### config.mk
export PLATFORM = sky130hd
export DESIGN_NAME = ringosc_meas_ctrl
export DESIGN_NICKNAME = d
export VERILOG_FILES = /design/src/rtl/ringosc_meas_ctrl.sv
export SDC_FILE = /design/constraint.sdc
export NUM_CORES = 1
export LEC_CHECK = 0
export BUFFER_PORTS_ARGS = -buffer_cell sky130_fd_sc_hd__buf_2
export CAP_MARGIN = 20
export CORE_ASPECT_RATIO = 0.6
export CORE_MARGIN = 4
export CORE_UTILIZATION = 40
export CTS_CLUSTER_DIAMETER = 30
export DETAILED_ROUTE_END_ITERATION = 12
export HOLD_SLACK_MARGIN = 0.06
export SLEW_MARGIN = 25
export SYNTH_ARGS = -nofsm -noshare
export SYNTH_HDL_FRONTEND = slang
export SYNTH_SLANG_ARGS = --single-unit
### constraint.sdc
create_clock -name clk -period 4.3 [get_ports clk]
set_clock_uncertainty 0.05 [all_clocks]
set_input_delay 0.86 -clock clk [delete_from_list [all_inputs] [get_ports clk]]
set_output_delay 0.86 -clock clk [all_outputs]
set_load 0.05 [all_outputs]
### src/rtl/ringosc_meas_ctrl.sv
// Ring-oscillator measurement sequencer: enable, warm up, count edges over a gate window.
// Optional macro RINGOSC_CNT_SATURATE_EN makes the edge counter saturate instead of wrapping.
module ringosc_meas_ctrl #(
    parameter int unsigned CNT_W      = 16,
    parameter int unsigned GATE_W     = 16,
    parameter int unsigned WARMUP_CYC = 16
) (
    input  logic              clk,
    input  logic              rst,
    input  logic              start,
    input  logic              abort,
    input  logic [GATE_W-1:0] gate_cycles,
    input  logic              osc_in,
    output logic              osc_en,
    output logic              busy,
    output logic              done,
    output logic [CNT_W-1:0]  count,
    output logic              overflow
);

    localparam int unsigned WarmW = (WARMUP_CYC > 2) ? $clog2(WARMUP_CYC) : 2;
    localparam logic [WarmW-1:0] WarmLoad = WarmW'(WARMUP_CYC - 1);

    typedef enum logic [1:0] {StIdle, StWarmup, StMeasure, StDone} state_e;

    state_e              state_q, state_d;
    logic                s1_q, s2_q, s3_q;
    logic [WarmW-1:0]    warm_q, warm_d;
    logic [GATE_W-1:0]   gate_q, gate_d;
    logic [GATE_W-1:0]   gtmr_q, gtmr_d;
    logic [CNT_W-1:0]    cnt_q, cnt_d, cnt_inc;
    logic                ovf_q, ovf_d, ovf_inc;
    logic [CNT_W-1:0]    count_q, count_d;
    logic                overflow_q, overflow_d;
    logic                rise;

    assign rise = s2_q & ~s3_q;

    // Running counter plus this cycle's edge; used both for the update and the final result.
    always_comb begin
        cnt_inc = cnt_q;
        ovf_inc = ovf_q;
        if (rise) begin
            if (&cnt_q) begin
                ovf_inc = 1'b1;
`ifdef RINGOSC_CNT_SATURATE_EN
                cnt_inc = cnt_q;
`else
                cnt_inc = '0;
`endif
            end else begin
                cnt_inc = cnt_q + CNT_W'(1);
            end
        end
    end

    always_comb begin
        state_d    = state_q;
        warm_d     = warm_q;
        gate_d     = gate_q;
        gtmr_d     = gtmr_q;
        cnt_d      = cnt_q;
        ovf_d      = ovf_q;
        count_d    = count_q;
        overflow_d = overflow_q;
        unique case (state_q)
            StIdle: begin
                if (start) begin
                    gate_d  = gate_cycles;
                    warm_d  = WarmLoad;
                    state_d = StWarmup;
                end
            end
            StWarmup: begin
                if (abort) begin
                    state_d = StIdle;
                end else if (warm_q == '0) begin
                    cnt_d  = '0;
                    ovf_d  = 1'b0;
                    gtmr_d = gate_q;
                    if (gate_q == '0) begin
                        count_d    = '0;
                        overflow_d = 1'b0;
                        state_d    = StDone;
                    end else begin
                        state_d = StMeasure;
                    end
                end else begin
                    warm_d = warm_q - WarmW'(1);
                end
            end
            StMeasure: begin
                if (abort) begin
                    state_d = StIdle;
                end else begin
                    cnt_d  = cnt_inc;
                    ovf_d  = ovf_inc;
                    gtmr_d = gtmr_q - GATE_W'(1);
                    // Result is published on entry to DONE so it is valid alongside the pulse.
                    if (gtmr_q == GATE_W'(1)) begin
                        count_d    = cnt_inc;
                        overflow_d = ovf_inc;
                        state_d    = StDone;
                    end
                end
            end
            StDone: begin
                state_d = StIdle;
            end
        endcase
    end

    always_ff @(posedge clk) begin
        if (rst) begin
            state_q    <= StIdle;
            s1_q       <= 1'b0;
            s2_q       <= 1'b0;
            s3_q       <= 1'b0;
            warm_q     <= '0;
            gate_q     <= '0;
            gtmr_q     <= '0;
            cnt_q      <= '0;
            ovf_q      <= 1'b0;
            count_q    <= '0;
            overflow_q <= 1'b0;
        end else begin
            state_q    <= state_d;
            s1_q       <= osc_in;
            s2_q       <= s1_q;
            s3_q       <= s2_q;
            warm_q     <= warm_d;
            gate_q     <= gate_d;
            gtmr_q     <= gtmr_d;
            cnt_q      <= cnt_d;
            ovf_q      <= ovf_d;
            count_q    <= count_d;
            overflow_q <= overflow_d;
        end
    end

    assign osc_en   = (state_q == StWarmup) || (state_q == StMeasure);
    assign busy     = (state_q != StIdle);
    assign done     = (state_q == StDone);
    assign count    = count_q;
    assign overflow = overflow_q;

endmodule

### Yosys cells after proc, flatten, opt, wreduce, memory -nomap -nowiden

Cells that the tools add are included.
Widths: inputs -> output; s select.

* flip-flop bits (word level): 75
* input port bits: 21
* word-level logic and storage cells: 81

* $add $sub $neg: 3
* equality and inequality tests: 13
* muxes and demuxes: 39
* bitwise operators: 2
* reduce and logical (&&, ||, !) cells: 13

Operator list (number)
* $mux 16: 13
* $pmux 16 s2: 3
* $add 16x1->16 const B: 1
* $eq 16x1->1 const B: 1
* $logic_not 16->1: 1
* $reduce_and 16->1: 1
* $sub 16x1->16 const B: 1
* $ne 2x2->1 const B: 7
* $mux 4: 3
* $mux 1: 11
* $mux 2: 5
* $pmux 2 s4: 1
* $pmux 4 s2: 1
* $reduce_and 4->1: 2
* $ne 3x3->1 const B: 2
* $reduce_and 6->1: 1
* $reduce_bool 2->1: 3
* $eq 2x2->1 const B: 2
* $logic_not 4->1: 1
* $pmux 1 s2: 2
* $sub 4x1->4 const B: 1
* $reduce_and 3->1: 1
* $eq 2x1->1 const B: 1
* $logic_not 2->1: 1
* 4 further kinds: 4

### Depth between registers and ports, before layout

Gate-level depths: netlist of run 1.

* depth in word-level cells: 6
* gate-level depth with buffers: 11
* mapped depth without buffers: 7

### Worst setup path after synthesis of run 1

Ideal clock, no wire load.

* path type: input port to flip-flop
* start: input rst
* end: register cnt_q[11]
* data arrival time: 2.071 ns
* data required time: 4.134 ns
* slack: 2.063 ns
* cell stages on the path: 7
* path buffers: 2
* path through: clkbuf_1 -> clkinv_1 -> nand2_1 -> a21o_2 -> buf_6 -> nor3_1 -> a31o_2

RTL lines
* start: declaration: line 9 `input logic rst,`
* end signal: assignment: line 134 `cnt_q <= cnt_d;`
* end: declaration: line 31 `logic [CNT_W-1:0] cnt_q, cnt_d, cnt_inc;`

### Final worst setup path of run 1

* start: register warm_q[0]
* end: register count_q[11] (netlist: count[11])

* longest elaborated chain between the ends: 3

Ends and longest elaborated chain
* start: declaration: line 28 `logic [WarmW-1:0] warm_q, warm_d;`
* start signal: assignment: line 131 `warm_q <= warm_d;`
* $logic_not 4->1: line 77 `end else if (warm_q == '0) begin`
* $ne 2x2->1 (no line)
* $reduce_and 6->1 (no line)
* end signal: assignment: line 136 `count_q <= count_d;`
* end: declaration: line 33 `logic [CNT_W-1:0] count_q, count_d;`

No other way between the ends.
A chain may end at the register's enable or synchronous reset.

==> results of run 1 <==
report_power, final:
part / switching (mW) / internal (mW)
registers: 0.0455 / 0.741
logic: 0.288 / 0.144
clock network: 0.289 / 0.572
placed cells by master, fill, tap and decap left out, types with 5 or more instances in the layout:
cell / Yosys / layout
xnor2_1: 8 / 8
o21ai_0: 26 / 26
xor2_1: 5 / 5
nor3_1: 12 / 12
a211oi_1: 6 / 6
a21oi_1: 52 / 52
nand3_1: 18 / 18
nand2_1: 67 / 67
dfxtp_1: 75 / 75
nor2b_1: 6 / 6
a31o_2: 11 / 11
nor2_1: 29 / 29
inv_1: 11 / 11
nand2b_1: 7 / 7
buf_4: 2 / 7
nand4_1: 11 / 11
ha_1: 8 / 8
clkbuf_16: 0 / 9
o211ai_1: 8 / 8
buf_2: 9 / 40
nor4_1: 17 / 17
metrics by stage:
| stage | utilization, % | hold slack [ps] | instances |
|---|---|---|---|
| 2_1_floorplan | - | 364 | 485 |
| 3_3_place_gp | 44.6 | 372 | 627 |
| 3_5_place_dp | 44.6 | 376 | 627 |
| 4_1_cts | 48.3 | 389 | 643 |
| 5_1_grt | 48.3 | 415 | 643 |
| 6_report | 48.3 | 388 | 643 |
worst paths after layout:
path | end | slack (ps) | from
worst max-delay path | count[11] | 1590 | warm_q[0]
worst min-delay path | s2_q | 390 | s1_q
worst max register to register | count[11] | 1590 | warm_q[0]
worst min register to register | s2_q | 390 | s1_q
layout make-up:
type / instances / area (um^2)
sequential: 75 / 1500
clock buffer: 13 / 280
clock inverter: 3 / 67.6
tap: 130 / 163
inverter: 13 / 48.8
multi-input combinational: 362 / 2240
fill: 906 / 4870
timing repair buffer: 47 / 253
layer usage:
layer	global-route usage, %	part of all wire [%]	vias to the layer above
li1	-	-	1823
met1	30.5	53	1811
met2	23.6	40	130
met3	4.74	7.3	4
met4	4.67	0.49	0
met5	0	0	-
Yosys cell counts (5+ instances only):
cell	n	area, um^2
xor2_1	5	43.8
nand2b_1	7	43.8
ha_1	8	100
xnor2_1	8	70.1
inv_1	11	41.3
nor2b_1	6	37.5
nand2_1	67	251
o211ai_1	8	60.1
nor2_1	29	109
nand4_1	11	68.8
nand3_1	18	90.1
dfxtp_1	75	1500
o21ai_0	26	130
a21oi_1	52	260
a31o_2	11	96.3
nor4_1	17	106
clkbuf_1	16	60.1
nor3_1	12	60.1
buf_2	9	45.0
a211oi_1	6	45.0
registers in the layout, indices dropped and copies added, names as in the netlist, 2 cells and up:
signal / count
gate_q: 16
count: 16
gtmr_q: 16
state_q: 2
warm_q: 4
cnt_q: 16
worst max-delay path: stages (launching register included):
cell,delay [ps]
dfxtp_1,330
inv_1,60
ha_1,160
or3b_1,440
a2bb2o_1,280
buf_4,280
nand2b_1,470
nor4_1,410
a31o_2,160
kinds of logic after synthesis:
group	after synthesis
AND/OR/NAND/NOR	193
multiplexers	2
adder cells (fa/ha/maj)	8
XOR/XNOR	13
flip-flops	75
AO/OA/AOI/OAI	146
buffers and inverters	48
==> qor.yml, run 1 <==
outcome: "completed"
die-area_um2: 11600
setup_violations: 0
synth_compound_area_share_pct: 24.9
syn-num-nets: 514
critPathArrivalTime_ps: 2940
insertion_delay_ps: 330
coreArea_um2: 9430
wire_per_inst_um: 16.7
p_total_mw: 2.08
antenna_found_initial: 0
setup_tns_ps: 0
rows: 27
cts_setup_buffers: 0
routed_wl_mm: 10.7
rsz0062_at_grt: "false"
dpl_cell_area_um2: 4200
async_flop_share_pct: 0
initial_utilization_pct: 42.0
antenna_left: 0
ys_ff_latch: 75
reg2regPathDepth: 8
antenna_cells: 0
yosys.area_share.xor_xnor_pct: 2.87
clock-root-buffer: "clkbuf_16"
slew-limit-headroom_pct: 47.4
muxShareOfSynthArea_pct: 0.505
finalWeightedCongestion: 0.905
firstDrtPassIters: 5
grt_pass1_vias: 3330
first_iter_violations: 360
clockBufferDepth: 2
port_buffers: 40
power.leakage_nw: 1.64
drc_errors: 0
grt_pass1_wl_mm: 17.5
die_h_um: 85.1
synth_cells: 485
fin_nets: 537
criticalPathCategory: "reg2reg"
maxSlewViolCount: 0
cts_hold_buf: 0
worstPathRequired_ps: 4530
clkTransAtPathRegs_ps: 60
min_delay_path_depth: 1
synth_edf_count: 0
timing.fmax_mhz: 369
power.density_nw_per_um2: 456
h-tree-depth: 3
grt_remaining_overflow: 0
setup_slack_ps: 1590
end_kind: "register"
drive_gt1_share_pct: 17.2
cts.sinks: 75
hold_viol: 0
yosys.area_share.simple_pct: 25.6
tightest_slew_ps: 789
seq_area_frac_synth_pct: 37.9
synth_fa_ha_area_share_pct: 2.53
design_area_um2: 4550
ios: 41
die_x_um: 136
synth-main-ff-cell: "dfxtp_1"
min_period_over_period_pct: 63.1
syn_area_um2: 3960
worstSetupStartpointType: "register"
crit_fanout: 26
area_delta_synth_final_pct: 14.9
postCtsResizedCells: 0
vias_per_cell: 5.86
cts_tree: "yes"
syn_area_per_cell_um2: 8.17
via_count: 3768
cap_violations: 0
ys_types: 67
synth_top_family_by_area: "simple AND/OR/NAND/NOR gates"
grt_max_degree: 54
dp.final_hpwl_mm: 7.55
hp-class: "reg2reg"
track_usage_pct: 18.8
cts_made_buffers: 9
max-vdd-ir-drop_mv: 0.201
min_period_ps: 2710
ys_warn_count: 0
pre_cts_ws_ps: 1460
No activity file was read; power rests on OpenSTA's default activity.
==> run 2: changes to the inputs <==
==> constraint.sdc (replaced) <==
create_clock -name clk -period 2.4 [get_ports clk]
set_clock_uncertainty 0.05 [all_clocks]
set_input_delay 0.48 -clock clk [delete_from_list [all_inputs] [get_ports clk]]
set_output_delay 0.48 -clock clk [all_outputs]
set_load 0.05 [all_outputs]
==> run 2 against run 1 <==
  * Register-to-register slack worse by 1400 ps
  * Non-clock buffer count is 16 higher
  * Utilization is 1.4 points higher
  * Routed wire length is 5.0% higher
  * First-iteration DRC count is 15% higher
  * Critical endpoint is now count[7]
  * Fmax is 20% higher
  * Via count is 0.53% higher
==> qor.yml, run 2 (synthesis results as in run 1) <==
outcome: "completed"
grt_remaining_overflow: 0  # unchanged
routed_wl_mm: 11.2  # +5.0%
die-area_um2: 11600  # unchanged
p_total_mw: 3.79  # +82%
min_period_ps: 2260  # -453 ps
postCtsResizedCells: 0  # unchanged
ios: 41  # unchanged
slowest_delay_ps: 460  # about the same
critPathArrivalTime_ps: 2440  # -500 ps
clkTransAtPathRegs_ps: 60  # about the same
power.density_nw_per_um2: 809  # +77%
reg2regPathDepth: 7  # -1
worstPathRequired_ps: 2580  # -1950 ps
worstSetupStartpointType: "register"
wire_per_inst_um: 17.1  # +2.5%
grt_max_degree: 54  # unchanged
cts_setup_buffers: 0  # unchanged
cts_hold_buf: 0  # unchanged
insertion_delay_ps: 330  # about the same
crit_family: "simple AND/OR/NAND/NOR gates"
fin_nets: 553  # +3.0%
final_cell_mix: "dfxtp_1 (75), nand2_1 (67), a21oi_1 (51), buf_2 (40), nor2_1 (29)"
vias_per_cell: 5.75  # -1.9%
clockBufferDepth: 2  # unchanged
crit_fanout: 14  # -46%
power.leakage_nw: 1.71  # +4.8%
antenna_left: 0  # unchanged
reg2reg_to: "count[7]"
maxSlewViolCount: 0  # unchanged
finalWeightedCongestion: 0.908  # +0.32%
setup_tns_ps: 0  # unchanged
rows: 27  # unchanged
coreArea_um2: 9430  # unchanged
first_iter_violations: 414  # +15%
max-vdd-ir-drop_mv: 0.435  # +120%
port_buffers: 40  # unchanged
drc_errors: 0  # unchanged
drive_gt1_share_pct: 19.5  # +2.3 points
slew-limit-headroom_pct: 55.7  # +8.3 points
final_cells: 659  # +2.5%
die_h_um: 85.1  # unchanged
die_x_um: 136  # unchanged
initial_utilization_pct: 42.0  # unchanged
rsz0062_at_grt: "false"
cts_made_buffers: 9  # unchanged
cts.sinks: 75  # unchanged
dp.final_hpwl_mm: 8.11  # +7.4%
antenna_found_initial: 0  # unchanged
track_usage_pct: 20.1  # +1.3 points
tightest_slew_ps: 658  # -131 ps
worst-path-stages: 7  # -1
timing.fmax_mhz: 443  # +20%
hp-class: "in2reg"
firstDrtPassIters: 5  # unchanged
cts_tree: "yes"
setup_violations: 0  # unchanged
h-tree-depth: 3  # unchanged
grt_pass1_wl_mm: 18.6  # +6.6%
layout_commonest_cell: "dfxtp_1"
worst_path_max_delay_cell: "or3b_1"
min_period_over_period_pct: 94.1  # +31 points
hold_viol: 0  # unchanged
via_count: 3788  # +0.53%
crit_start: "warm_q[0]"
end_kind: "register"
rrSetupSlack_ps: 140  # -1450 ps
endpoint: "count[7]"
area_delta_synth_final_pct: 18.3
reg2reg_from: "warm_q[0]"
crit_buf_inv: 1  # -1
cap_violations: 0  # unchanged
antenna_cells: 0  # unchanged
placed_cells: 643  # +2.6%
crit_chain: "inv_1 -> ha_1 -> or3b_1 -> a2bb2oi_4 -> nor2_1 -> nand2_4 -> a31o_2"
clock-root-buffer: "clkbuf_16"
grt_pass1_vias: 3549  # +6.6%
criticalPathCategory: "reg2reg"
[run 2: final cells by class]
| class | count | area, um^2 |
|---|---|---|
| Fill cell | 904 | 4740 |
| Multi-Input combinational cell | 362 | 2250 |
| Sequential cell | 75 | 1500 |
| Timing Repair Buffer | 63 | 377 |
| Clock buffer | 12 | 246 |
| Tap cell | 130 | 163 |
| Clock inverter | 4 | 97.6 |
| Inverter | 13 | 48.8 |
[run 2: routing by layer]
| layer | vias to the layer above | routed length (um) | global-route usage [%] |
|---|---|---|---|
| li1 | 1852 | - | - |
| met1 | 1797 | 5760 | 31.0 |
| met2 | 130 | 4510 | 27.1 |
| met3 | 9 | 871 | 5.57 |
| met4 | 0 | 108 | 4.76 |
| met5 | - | 0 | 0 |
[run 2: stage by stage]
stage	area, um^2	util (%)	hold WS [ps]	setup slack, ps
global placement	4320	45.9	376	223
floorplan	3960	-	364	379
global route	4690	49.7	311	14.0
detailed placement	4320	45.9	385	139
finish	4690	49.7	306	141
CTS	4670	49.5	293	105
[run 2: worst min-delay path by stage]
stage / startpoint / endpoint / slack (ps) / cells after the start
3_5_place_dp: s1_q / s2_q / 390 / 1
5_1_grt: osc_in / s1_q / 310 / 2
6_report: osc_in / s1_q / 310 / 2
2_1_floorplan: s1_q / s2_q / 360 / 1
3_3_place_gp: s1_q / s2_q / 380 / 1
4_1_cts: osc_in / s1_q / 290 / 2
[run 2: where the power goes]
group          total (mW)  internal (mW)  switching [mW]  leakage, nW
registers            1.41           1.33          0.0810        0.609
clock network        1.55           1.04           0.508        0.163
logic               0.829          0.299           0.530        0.943
